$ cat src/rtl/sd_pkg.sv
// Shared definitions for the SD command-line path.
// Frame layout constants, the CRC7 polynomial and its serial step function,
// and the transmitter state encoding.
package sd_pkg;

  localparam int unsigned FRAME_LEN = 48;
  localparam int unsigned HDR_LEN   = 40;
  localparam int unsigned CRC_LEN   = 7;

  localparam logic [6:0] CRC7_POLY = 7'h09;  // x^7 + x^3 + 1

  localparam logic START_BIT = 1'b0;
  localparam logic TX_BIT    = 1'b1;  // host to card
  localparam logic END_BIT   = 1'b1;

  typedef enum logic [2:0] {
    ST_IDLE,
    ST_HDR,
    ST_CRC,
    ST_ENDB,
    ST_PAD,
    ST_DONE
  } tx_state_t;

  // One serial CRC7 step, MSB-first feedback.
  function automatic logic [6:0] crc7_step(input logic [6:0] crc, input logic d);
    logic fb;
    fb = crc[6] ^ d;
    return {crc[5:0], 1'b0} ^ (fb ? CRC7_POLY : 7'h00);
  endfunction

endpackage

$ cat src/rtl/sd_crc7.sv
// Serial CRC7 (x^7+x^3+1) accumulator.
// Ports:
//   iclk  - clock, rising edge
//   irst  - asynchronous active-high reset, clears the register
//   iclr  - restart from zero; if ien is also set, the bit is folded into
//           the fresh zero state in the same cycle
//   ien   - fold idata into the CRC this cycle
//   idata - serial data bit
//   ocrc  - current CRC register
module sd_crc7
  import sd_pkg::*;
(
  input  logic       iclk,
  input  logic       irst,
  input  logic       iclr,
  input  logic       ien,
  input  logic       idata,
  output logic [6:0] ocrc
);

  logic [6:0] base;

  always_comb begin
    base = iclr ? 7'h00 : ocrc;
  end

  always_ff @(posedge iclk or posedge irst) begin
    if (irst) begin
      ocrc <= '0;
    end else if (iclr || ien) begin
      ocrc <= ien ? crc7_step(base, idata) : base;
    end
  end

endmodule

$ cat src/rtl/sd_cmd_tx.sv
// SD host command-line transmitter: serialises one 48-bit command frame
// (start, transmission bit, index, argument, CRC7, end bit) MSB first,
// optionally followed by IDLE_BITS driven '1' bits before releasing CMD.
// Ports:
//   iclk       - SD clock, rising edge
//   irst       - asynchronous active-high reset; aborts any frame
//   istart     - single-cycle request, accepted only when not busy
//   icmd_index - 6-bit command index, captured on accept
//   icmd_arg   - 32-bit argument, captured on accept
//   ocmd       - serial CMD data
//   ocmd_oe    - CMD pad output enable (1 = host drives)
//   obusy      - frame in progress
//   odone      - one-cycle pulse once the frame and pad bits are out
module sd_cmd_tx
  import sd_pkg::*;
#(
  parameter int unsigned IDLE_BITS = 0
) (
  input  logic        iclk,
  input  logic        irst,
  input  logic        istart,
  input  logic [5:0]  icmd_index,
  input  logic [31:0] icmd_arg,
  output logic        ocmd,
  output logic        ocmd_oe,
  output logic        obusy,
  output logic        odone
);

  tx_state_t   state;
  logic [5:0]  cnt;
  logic [3:0]  pcnt;
  logic [39:0] sr;
  logic [39:0] hdr;
  logic [6:0]  crc;
  logic        accept;
  logic        crc_clr;
  logic        crc_en;
  logic        crc_din;

  always_comb begin
    hdr    = {START_BIT, TX_BIT, icmd_index, icmd_arg};
    accept = istart && (state == ST_IDLE || state == ST_DONE);
  end

  // The CRC is fed the bit being loaded onto ocmd at each edge, so the
  // full CRC is already registered on the edge that starts the CRC field.
  // The accept edge clears and folds in the start bit together.
  always_comb begin
    crc_clr = accept;
    crc_en  = accept || (state == ST_HDR && cnt != 6'(HDR_LEN - 1));
    crc_din = accept ? hdr[39] : sr[39];
  end

  sd_crc7 u_crc (
    .iclk  (iclk),
    .irst  (irst),
    .iclr  (crc_clr),
    .ien   (crc_en),
    .idata (crc_din),
    .ocrc  (crc)
  );

  always_ff @(posedge iclk or posedge irst) begin
    if (irst) begin
      state   <= ST_IDLE;
      cnt     <= '0;
      pcnt    <= '0;
      sr      <= '0;
      ocmd    <= 1'b1;
      ocmd_oe <= 1'b0;
      obusy   <= 1'b0;
      odone   <= 1'b0;
    end else begin
      case (state)
        ST_IDLE, ST_DONE: begin
          if (accept) begin
            state   <= ST_HDR;
            cnt     <= '0;
            sr      <= {hdr[38:0], 1'b0};
            ocmd    <= hdr[39];
            ocmd_oe <= 1'b1;
            obusy   <= 1'b1;
            odone   <= 1'b0;
          end else begin
            state   <= ST_IDLE;
            ocmd    <= 1'b1;
            ocmd_oe <= 1'b0;
            obusy   <= 1'b0;
            odone   <= 1'b0;
          end
        end

        ST_HDR: begin
          if (cnt == 6'(HDR_LEN - 1)) begin
            state <= ST_CRC;
            cnt   <= '0;
            ocmd  <= crc[6];
            sr    <= {crc[5:0], 34'b0};
          end else begin
            cnt  <= cnt + 6'd1;
            ocmd <= sr[39];
            sr   <= {sr[38:0], 1'b0};
          end
        end

        ST_CRC: begin
          if (cnt == 6'(CRC_LEN - 1)) begin
            state <= ST_ENDB;
            cnt   <= '0;
            ocmd  <= END_BIT;
          end else begin
            cnt  <= cnt + 6'd1;
            ocmd <= sr[39];
            sr   <= {sr[38:0], 1'b0};
          end
        end

        ST_ENDB: begin
          ocmd <= 1'b1;
          pcnt <= '0;
          if (IDLE_BITS == 0) begin
            state   <= ST_DONE;
            ocmd_oe <= 1'b0;
            obusy   <= 1'b0;
            odone   <= 1'b1;
          end else begin
            state <= ST_PAD;
          end
        end

        ST_PAD: begin
          ocmd <= 1'b1;
          if (pcnt == 4'(IDLE_BITS - 1)) begin
            state   <= ST_DONE;
            pcnt    <= '0;
            ocmd_oe <= 1'b0;
            obusy   <= 1'b0;
            odone   <= 1'b1;
          end else begin
            pcnt <= pcnt + 4'd1;
          end
        end

        default: begin
          state   <= ST_IDLE;
          ocmd    <= 1'b1;
          ocmd_oe <= 1'b0;
          obusy   <= 1'b0;
          odone   <= 1'b0;
        end
      endcase
    end
  end

endmodule

$ cat config.mk
export PLATFORM = sky130hd
export DESIGN_NAME = sd_cmd_tx
export DESIGN_NICKNAME = d
export VERILOG_FILES = /design/src/rtl/sd_pkg.sv /design/src/rtl/sd_crc7.sv /design/src/rtl/sd_cmd_tx.sv
export SDC_FILE = /design/constraint.sdc
export NUM_CORES = 1
export LEC_CHECK = 0
export ABC_AREA = 1
export BUFFER_PORTS_ARGS = -buffer_cell sky130_fd_sc_hd__buf_2
export CAP_MARGIN = 25
export CORE_ASPECT_RATIO = 0.75
export CORE_UTILIZATION = 55
export CTS_CLUSTER_DIAMETER = 150
export DETAILED_ROUTE_END_ITERATION = 12
export PLACE_DENSITY = 0.73
export SYNTH_ARGS = -nofsm -noshare
export SYNTH_HDL_FRONTEND = slang
export SYNTH_SLANG_ARGS = --single-unit
$ cat constraint.sdc
create_clock -name iclk -period 3.5 [get_ports iclk]
set_clock_uncertainty 0.15 [all_clocks]
set_input_delay 0.7 -clock iclk [delete_from_list [all_inputs] [get_ports iclk]]
set_output_delay 0.7 -clock iclk [all_outputs]
set_load 0.05 [all_outputs]
After elaboration in Yosys (flattened, before gate mapping). Index checks and enable logic that the tools add are counted.

Add/subtract/negate cells: 2. Equal/unequal tests: 14. Multiplexer cells: 28. Bitwise gates (word level): 3. Reduce and logical (&&, ||, !) cells: 14.

Operators by type and width (count): 40-bit two-way mux (3); 40-bit one-hot mux with 3 select lines (1); 6-bit two-way mux (3); 6-bit one-hot mux with 3 select lines (1); 3-bit one-hot mux with 5 select lines (1); 7-bit two-way mux (2); 3-bit two-way mux (3); 1-bit one-hot mux with 3 select lines (3); 1-bit two-way mux (8); 4-bit two-way mux (2); 2-bit != test (second input constant) (4); 4-bit one-hot mux with 2 select lines (1); 7-bit XOR (1); 6-bit by 1-bit adder with 6-bit output (second input constant) (1); 3-bit by 2-bit == test with 1-bit output (second input constant) (2); 3-bit == test (second input constant) (2); 6-bit by 3-bit == test with 1-bit output (second input constant) (1); 6-bit == test (second input constant) (1); 6-bit != test (second input constant) (1); 3-bit AND reduction (2); 4-bit by 1-bit adder with 4-bit output (second input constant) (1); 4-bit == test (second input constant) (1); 2-bit AND reduction (2); 2-bit OR reduction (2); other kinds (9) (12).

Register bits: 63. Input port bits: 41. Output and inout bits: 4. Logic and storage cells: 69.

Longest topological paths before layout. Gate-level depths: netlist of run 1.

Depth in word-level cells: 8. Mapped depth: 11. Depth with buffers taken out: 10.

Cells and area by module. Synthesis of run 1 repeated with hierarchy kept, for this count alone.

Cells, all modules: 531. Area total of the unflattened synthesis: 3598.5 µm².

By module, submodules not included: sd_cmd_tx (instances 1, cells each 495, area an instance 3273.1 µm², sequential area each 1377.6 µm²); sd_crc7 (instances 1, cells each 36, area an instance 325.3 µm², sequential area each 175.2 µm²).

Worst setup path before layout of run 1. No wires, ideal clock.

Kind: register to output. Start: register obusy (netlist name). End: output port ocmd_oe. Data arrival time: 904 ps. Data required time: 2650 ps. Setup slack: 1746 ps. Cell stages (with the launch flop): 2. Path buffers: 1. Cells stage by stage: dfrtp_1 > buf_4.

RTL lines: end: declaration (line sd_cmd_tx.sv:25) `output logic ocmd_oe,`.

Worst setup path after layout of run 1.
Start: register state[2]. End: register sr[3].

Cells in the longest elaborated chain, start to end: 5. Elaborated cells on any way between the ends: 12. Those cells by class: eq/ne (5); mux (1); reduce/logical (6).

Ends and longest elaborated chain: start: declaration (line sd_cmd_tx.sv:30) `tx_state_t state;`; start signal: assignment (line sd_cmd_tx.sv:66) `state <= ST_IDLE;`; start signal: assignment (line sd_cmd_tx.sv:78) `state <= ST_HDR;`; start signal: assignment (line sd_cmd_tx.sv:86) `state <= ST_IDLE;`; 3-bit == test / 3-bit logical NOT (equally long branches) (line sd_cmd_tx.sv:43, sd_cmd_tx.sv:75); 1-bit logical OR (line sd_cmd_tx.sv:43) `accept = istart && (state == ST_IDLE || state == ST_DONE);`; 1-bit logical AND (line sd_cmd_tx.sv:43); 2-bit != test (no line); 3-bit AND reduction (no line); end signal: assignment (line sd_cmd_tx.sv:80) `sr <= {hdr[38:0], 1'b0};`; end signal: assignment (line sd_cmd_tx.sv:99) `sr <= {crc[5:0], 34'b0};`; end signal: assignment (line sd_cmd_tx.sv:103) `sr <= {sr[38:0], 1'b0};`; end: declaration (line sd_cmd_tx.sv:33) `logic [39:0] sr;`.

Parallel ways exist; a longest one is shown, timed or not. A chain may end at the register's enable or synchronous reset.

==> results of run 1 <==
[registers in the layout, summed over array words and instances, names as in the netlist]
signal and flops:
obusy 1, odone 1, u_crc.ocrc 7, pcnt 4, state 3, sr 39, cnt 6, ocmd 1
[metrics by stage]
| step | setup WS, ns | instances | hold slack, ns | instance area [µm²] | total power, W |
|---|---|---|---|---|---|
| finish | 1.42 | 597 | 0.333 | 3830 | 0.00159 |
| global route | 1.25 | 597 | 0.349 | 3830 | 0.00166 |
| CTS | 1.45 | 597 | 0.335 | 3830 | 0.00161 |
| detailed placement | 1.42 | 581 | 0.315 | 3590 | 0.000837 |
| global placement | 1.45 | 581 | 0.312 | 3590 | 0.000834 |
| floorplan | 1.11 | 474 | 0.299 | 3390 | 0.000803 |
[cells by family after synthesis]
| kind of cell | after synthesis | share of synthesized area |
|---|---|---|
| AND/OR/NAND/NOR | 328 | 0.404 |
| adder cells (fa/ha/maj) | 3 | 0.0111 |
| AO/OA/AOI/OAI | 20 | 0.0318 |
| buffers and inverters | 56 | 0.0820 |
| XOR/XNOR | 5 | 0.0129 |
| flip-flops | 62 | 0.459 |
[area by class of cell]
class | instances | area (µm²)
Fill cell | 533 | 2050
Multi-Input combinational cell | 356 | 1560
Sequential cell | 62 | 1550
Timing Repair Buffer | 46 | 235
Inverter | 39 | 146
Clock buffer | 9 | 124
Clock inverter | 7 | 123
Tap cell | 78 | 97.6
[Yosys cell counts, types with 2 or more instances]
library cell	count
sky130_fd_sc_hd__nand2_4	2
sky130_fd_sc_hd__ha_1	3
sky130_fd_sc_hd__nand3_2	2
sky130_fd_sc_hd__nand2_2	11
sky130_fd_sc_hd__inv_2	5
sky130_fd_sc_hd__nor2_1	11
sky130_fd_sc_hd__o21ai_0	15
sky130_fd_sc_hd__nand3_1	30
sky130_fd_sc_hd__dfrtp_1	61
sky130_fd_sc_hd__nand2_1	263
sky130_fd_sc_hd__buf_4	2
sky130_fd_sc_hd__buf_6	7
sky130_fd_sc_hd__a21oi_1	2
sky130_fd_sc_hd__inv_1	34
sky130_fd_sc_hd__buf_2	6
sky130_fd_sc_hd__nor2_4	2
sky130_fd_sc_hd__nand4_1	3
sky130_fd_sc_hd__xor2_1	5
[power by group]
group / internal [W] / leakage [nW] / total [W] / switching, W
clock network: 0.000475 / 0.116 / 0.000773 / 0.000298
logic: 0.0000385 / 1.27 / 0.000102 / 0.0000636
registers: 0.000719 / 0.855 / 0.000719 / 0
[cells in the final DEF (no fill, tap or decap), drive strengths merged]
| master | synthesis | final |
|---|---|---|
| clkinv | 0 | 2 |
| a21oi | 2 | 2 |
| bufinv | 0 | 3 |
| inv | 39 | 39 |
| clkinvlp | 0 | 2 |
| nand4 | 3 | 3 |
| o21ai | 15 | 15 |
| nor3 | 1 | 1 |
| ha | 3 | 3 |
| nand3 | 33 | 33 |
| xor2 | 5 | 5 |
| o211ai | 1 | 1 |
| dfstp | 1 | 1 |
| clkbuf | 1 | 9 |
| nand2 | 276 | 276 |
| a22o | 1 | 1 |
| dfrtp | 61 | 61 |
| and2 | 1 | 1 |
| o22ai | 1 | 1 |
| buf | 16 | 46 |
| nor2 | 14 | 14 |
[final timing paths]
path / slack [ns] / from / endpoint / cells past startpoint
min reg2reg: 0.33 / sr[14]$_DFFE_PP0P_ / sr[14]$_DFFE_PP0P_ / 2
max reg2reg: 1.42 / state[2]$_DFFE_PP0P_ / sr[3]$_DFFE_PP0P_ / 9
max: 1.42 / state[2]$_DFFE_PP0P_ / sr[3]$_DFFE_PP0P_ / 9
max in group asynchronous: 2.28 / irst / u_crc.ocrc[2]$_DFFE_PP0P_ / 3
min in group asynchronous: 0.43 / irst / sr[17]$_DFFE_PP0P_ / 3
min: 0.33 / sr[14]$_DFFE_PP0P_ / sr[14]$_DFFE_PP0P_ / 2
[worst max-delay path: stages, from the launching register on]
cell and delay (ns):
sky130_fd_sc_hd__dfrtp_1 0.42, sky130_fd_sc_hd__inv_1 0.14, sky130_fd_sc_hd__nand3_1 0.23, sky130_fd_sc_hd__inv_2 0.26, sky130_fd_sc_hd__nand2_4 0.13, sky130_fd_sc_hd__nand2_4 0.34
sky130_fd_sc_hd__nand2_1 0.13, sky130_fd_sc_hd__nand2_1 0.09, sky130_fd_sc_hd__nand2_1 0.05, sky130_fd_sc_hd__nand2_1 0.07
[per-layer routing]
metal	up-vias	global-route usage	wire, µm
li1	1526	-	-
met1	1374	0.329	3560
met2	72	0.389	3170
met3	10	0.0806	382
met4	0	0.0573	66
met5	-	0	0
==> metrics.txt, run 1 <==
initial cell density of the core 0.575; type of element capturing the critical path register; quantity of hold-fixing buffers added after cts 0; leading area contributor after synthesis sky130_fd_sc_hd__dfrtp_1; estimated wirelength of the detail-placed design 4800 µm; maximum fanout along the worst path 34; leak pwr 2.24 nW; pwr dens around 420 nW/µm²; count of H-tree levels built during CTS 3; overall track demand over capacity in global routing 0.246; clk slew on worst S/H paths 0.07 ns; Mean Syn Cell Area 7.14 µm²; minimum clock period after layout 2.09 ns; Synth async-reset ratio 1.00; # IOs 45; cell at the root of the clock tree sky130_fd_sc_hd__clkbuf_8; clk_lat worst skew between 0.3 and 0.4 ns; pin count of the biggest net entering global routing 63; drt drc 0; Fin Setup TNS 0 ns; TritonCTS clock tree yes; number of buffers added for setup after CTS 0; Area growth, synth to finish 13.2%; total core area 5890 µm²; EDFF count, synth 0; Total Die Area 6480 µm²; Worst setup SP type register; transition time at the pin with the least slew margin 0.761 ns; period utilisation layout 0.596; Most used DFF post-synth sky130_fd_sc_hd__dfrtp_1; CTS max path bufs 2; via count 2982; number of cells upsized or downsized after cts 0; number of clock sinks seen by CTS 62; Die Y-Extent 70.0 µm; global-route wire length before repair 12500 µm; final count of negative-setup-slack endpoints 0; final global-route overflow total 0; area of the mapped netlist 3390 µm²; total number of yosys warnings 0; data arrival time at the worst-slack endpoint 2.22 ns; CTS Buf Count 9; Std-Cell Rows 24; number of port buffers 44; Die X-Extent 92.6 µm; max frequency approximately 480 MHz; antenna viol nets, final 0; distinct cell type count after synthesis 28; category of the critical setup timing path reg2reg; DR iter-0 viols around 200; Peak VDD IR around 0.29 mV; worst min-delay path class reg2reg; share of Yosys cell area claimed by the top area cell type 0.451; worst slew slack as a fraction of its limit 0.493; total of max-cap violations 0; result of the run finished clean; average vias per placed instance 4.99; Synth Register Bits 62; post-route core utilization 0.651; total routed wirelength 7180 µm; RD Place Congestion 0.812; Pins Over Slew Limit 0; share of layout cells above drive strength 1 0.170; per-cell routed wire length roughly 12 µm; vias in the first global route about 2800; number of inserted diodes 0; Final Hold Vio Count 0; dominant cells by area after synthesis sky130_fd_sc_hd__dfrtp_1 (45%), sky130_fd_sc_hd__nand2_1 (29%), sky130_fd_sc_hd__nand3_1 (4.4%); CP required 3.64 ns; Net Count, Synth 518; setup repair after global routing missed its margin no; Synth Instances 474; antenna violations before repair 0; detailed-routing iteration count for the pre-antenna-repair pass 6; number of nets in the finished design 558; sequential area share after synthesis 0.459
Power figures use the tool's default switching activity.
==> run 2: changes to the inputs <==
--- a/config.mk
+++ b/config.mk
@@ -9,10 +9,10 @@
 export BUFFER_PORTS_ARGS = -buffer_cell sky130_fd_sc_hd__buf_2
 export CAP_MARGIN = 25
 export CORE_ASPECT_RATIO = 0.75
-export CORE_UTILIZATION = 55
+export CORE_UTILIZATION = 52
 export CTS_CLUSTER_DIAMETER = 150
 export DETAILED_ROUTE_END_ITERATION = 12
-export PLACE_DENSITY = 0.73
+export PLACE_DENSITY = 0.72
 export SYNTH_ARGS = -nofsm -noshare
 export SYNTH_HDL_FRONTEND = slang
 export SYNTH_SLANG_ARGS = --single-unit
==> constraint.sdc (replaced) <==
create_clock -name iclk -period 1.9 [get_ports iclk]
set_clock_uncertainty 0.15 [all_clocks]
set_input_delay 0.38 -clock iclk [delete_from_list [all_inputs] [get_ports iclk]]
set_output_delay 0.38 -clock iclk [all_outputs]
set_load 0.05 [all_outputs]
==> run 2 against run 1 <==
Via count fell by 0.34%. Sequential power rose by 85%. Fmax rose by 15%. Setup slack got worse by 1.3 ns. Critical path type unchanged.
==> metrics.txt, run 2 (synthesis results as in run 1) <==
antenna violations before repair 0 (unchanged); HP Start icmd_arg[0]; initial cell density of the core 0.539 (-0.0367); type of element capturing the critical path register; Final Hold Vio Count 0 (unchanged); largest stage delay on the critical path 0.40 ns (-0.02 ns); hold-critical path endpoint sr[1]$_DFFE_PP0P_; total routed wirelength 7280 µm (+1.3%); detailed-routing iteration count for the pre-antenna-repair pass 4 (-2); Die X-Extent 95.2 µm (+2.8%); TritonCTS clock tree yes; highest-count cells in the layout ignoring fill and taps sky130_fd_sc_hd__nand2_1 (263), sky130_fd_sc_hd__dfrtp_1 (61), sky130_fd_sc_hd__buf_2 (44); worst slew slack as a fraction of its limit 0.714 (+0.221); max reg flops 39 (unchanged); vias in the first global route 2637 (-6.8%); data arrival time at the worst-slack endpoint 1.89 ns (-0.33 ns); antenna viol nets, final 0 (unchanged); setup repair after global routing missed its margin no; per-cell routed wire length 11.9 µm (-1.2%); Largest Register sr; Total Power Consumption 0.00269 W (+69%); count of H-tree levels built during CTS 3 (unchanged); CP required 1.98 ns (-1.66 ns); clk_lat worst skew 0.34 ns (about the same); leak pwr 2.28 nW (+2.0%); Peak VDD IR 0.521 mV (+79%); final global-route overflow total 0 (unchanged); total of max-cap violations 0 (unchanged); Std-Cell Rows 25 (+4.2%); category of the critical setup timing path reg2reg; pwr dens 684 nW/µm² (+65%); area of the multi-input gates 1580 µm² (+1.4%); number of clock sinks seen by CTS 62 (unchanged); overall track demand over capacity in global routing 0.234 (-0.0123); via count 2972 (-0.34%); R2R depth 10 (+1); number of nets in the finished design 570 (+2.2%); flop2flop setup slack 0.09 ns (-1.32 ns); result of the run finished clean; final worst hold slack 0.118 ns (-0.215 ns); highest-delay cell along the critical path sky130_fd_sc_hd__dfrtp_1; CTS Buf Count 9 (unchanged); beginning of the critical path cnt[1]$_DFFE_PP0P_; clk slew on worst S/H paths 0.06 ns (about the same); drt drc 0 (unchanged); DR iter-0 viols 229 (+13%); Crit Reg-Reg Startpoint cnt[1]$_DFFE_PP0P_; Pins Over Slew Limit 0 (unchanged); cell seen most often among critical-path stages sky130_fd_sc_hd__nand2_1; Area growth, synth to finish 15.9%; final count of negative-setup-slack endpoints 0 (unchanged); max frequency 554 MHz (+15%); # IOs 45 (unchanged); maximum fanout along the worst path 17 (-50%); number of buffer and inverter instances along the worst setup path 1 (-1); number of inserted diodes 0 (unchanged); sequential standard cell area 1550 µm² (unchanged); cell at the root of the clock tree sky130_fd_sc_hd__clkbuf_8; commonest non-fill, non-tap cell in the layout sky130_fd_sc_hd__nand2_1; Total Die Area 6840 µm² (+5.6%); layout filler cell count 578 (+8.4%); hold-critical path depth 3 (+1); RD Place Congestion 0.800 (-1.5%); share of layout cells above drive strength 1 0.181 (+0.0112); minimum clock period after layout 1.81 ns (-0.278 ns); Worst setup SP type register; CTS max path bufs 2 (unchanged); global-route wire length before repair 12200 µm (-2.8%); Die Y-Extent 71.9 µm (+2.8%); post-route core utilization 0.624 (-0.0271); pin count of the biggest net entering global routing 63 (unchanged); estimated wirelength of the detail-placed design 4660 µm (-2.9%); transition time at the pin with the least slew margin 0.428 ns (-0.333 ns); period utilisation layout 0.951 (+0.355); Top Registers sr: 39 flops, u_crc.ocrc: 7 flops, cnt: 6 flops; number of buffers added for setup after CTS 0 (unchanged); average vias per placed instance 4.86 (-2.8%); cell-by-cell listing of the critical path ha_2, nand2_1, inv_1, nand3_4, nand2_4, nand2_4, nand2_1, nand2_1, nand2_1, nand2_1; number of port buffers 44 (unchanged); total core area 6290 µm² (+6.8%); FF-to-FF End sr[35]$_DFFE_PP0P_; cell family with the largest share of critical-path delay simple AND/OR/NAND/NOR gates; Fin Setup TNS 0 ns (unchanged); worst min-delay path class in2reg
-- run 2: worst reg2reg max path, delay by kind of cell, from the launching register on --
kind | cells | cell delay, ns
adders and majority gates | 1 | 0.26
buffers and inverters | 1 | 0.09
DFF | 1 | 0.40
and+or+nand+nor | 8 | 0.79
-- run 2: final cells by class --
| class | count | area share |
|---|---|---|
| tap | 81 | 0.0258 |
| clock buffer | 15 | 0.0424 |
| inverter | 39 | 0.0389 |
| sequential | 62 | 0.396 |
| multi-input combinational | 357 | 0.402 |
| clock inverter | 1 | 0.00765 |
| timing repair buffer | 57 | 0.0877 |
-- run 2: report_power, final --
group | total, W | switching (W) | internal (W)
sequential | 0.00133 | 0 | 0.00133
combinational | 0.000198 | 0.000119 | 0.0000790
clock | 0.00116 | 0.000481 | 0.000680
total | 0.00269 | 0.000601 | 0.00209
-- run 2: routing by layer --
layer  wire (µm)  GRT usage  part of all wire  vias up
li1            -          -                 -     1549
met1        3660      0.338              0.50     1357
met2        3180      0.332              0.44       60
met3         366     0.0796             0.050        6
met4          68     0.0673            0.0093        0
met5           0          0                 0        -
-- run 2: timing repair --
| action | 4_1_cts | 5_1_grt |
|---|---|---|
| endpoints found under the hold margin | 61 | 0 |
| hold buffers | 1 | 0 |
| gates resized for setup | 1 | 6 |
| cloned | 0 | 1 |
| pin swaps | 0 | 1 |
| setup endpoints to repair | 8 | 40 |
-- run 2: how the worst max path moves through the flow --
| stage | end | slack [ns] | cells after the start |
|---|---|---|---|
| after floorplan | sr[20]$_DFFE_PP0P_ | 0.28 | 11 |
| after global placement | sr[30]$_DFFE_PP0P_ | 0.03 | 10 |
| after detailed placement | sr[4]$_DFFE_PP0P_ | -0.02 | 10 |
| after CTS | sr[4]$_DFFE_PP0P_ | 0.01 | 7 |
| after global routing | ocmd$_DFF_PP1_ | 0.02 | 7 |
| final | sr[35]$_DFFE_PP0P_ | 0.09 | 10 |
-- run 2: through the flow --
stage	std cells	area, µm²	setup slack [ns]
6_report	612	3930	0.0934
5_1_grt	612	3930	0.0205
4_1_cts	611	3900	0.0127
3_5_place_dp	594	3680	-0.0228
3_3_place_gp	594	3680	0.0339
2_1_floorplan	474	3390	0.279
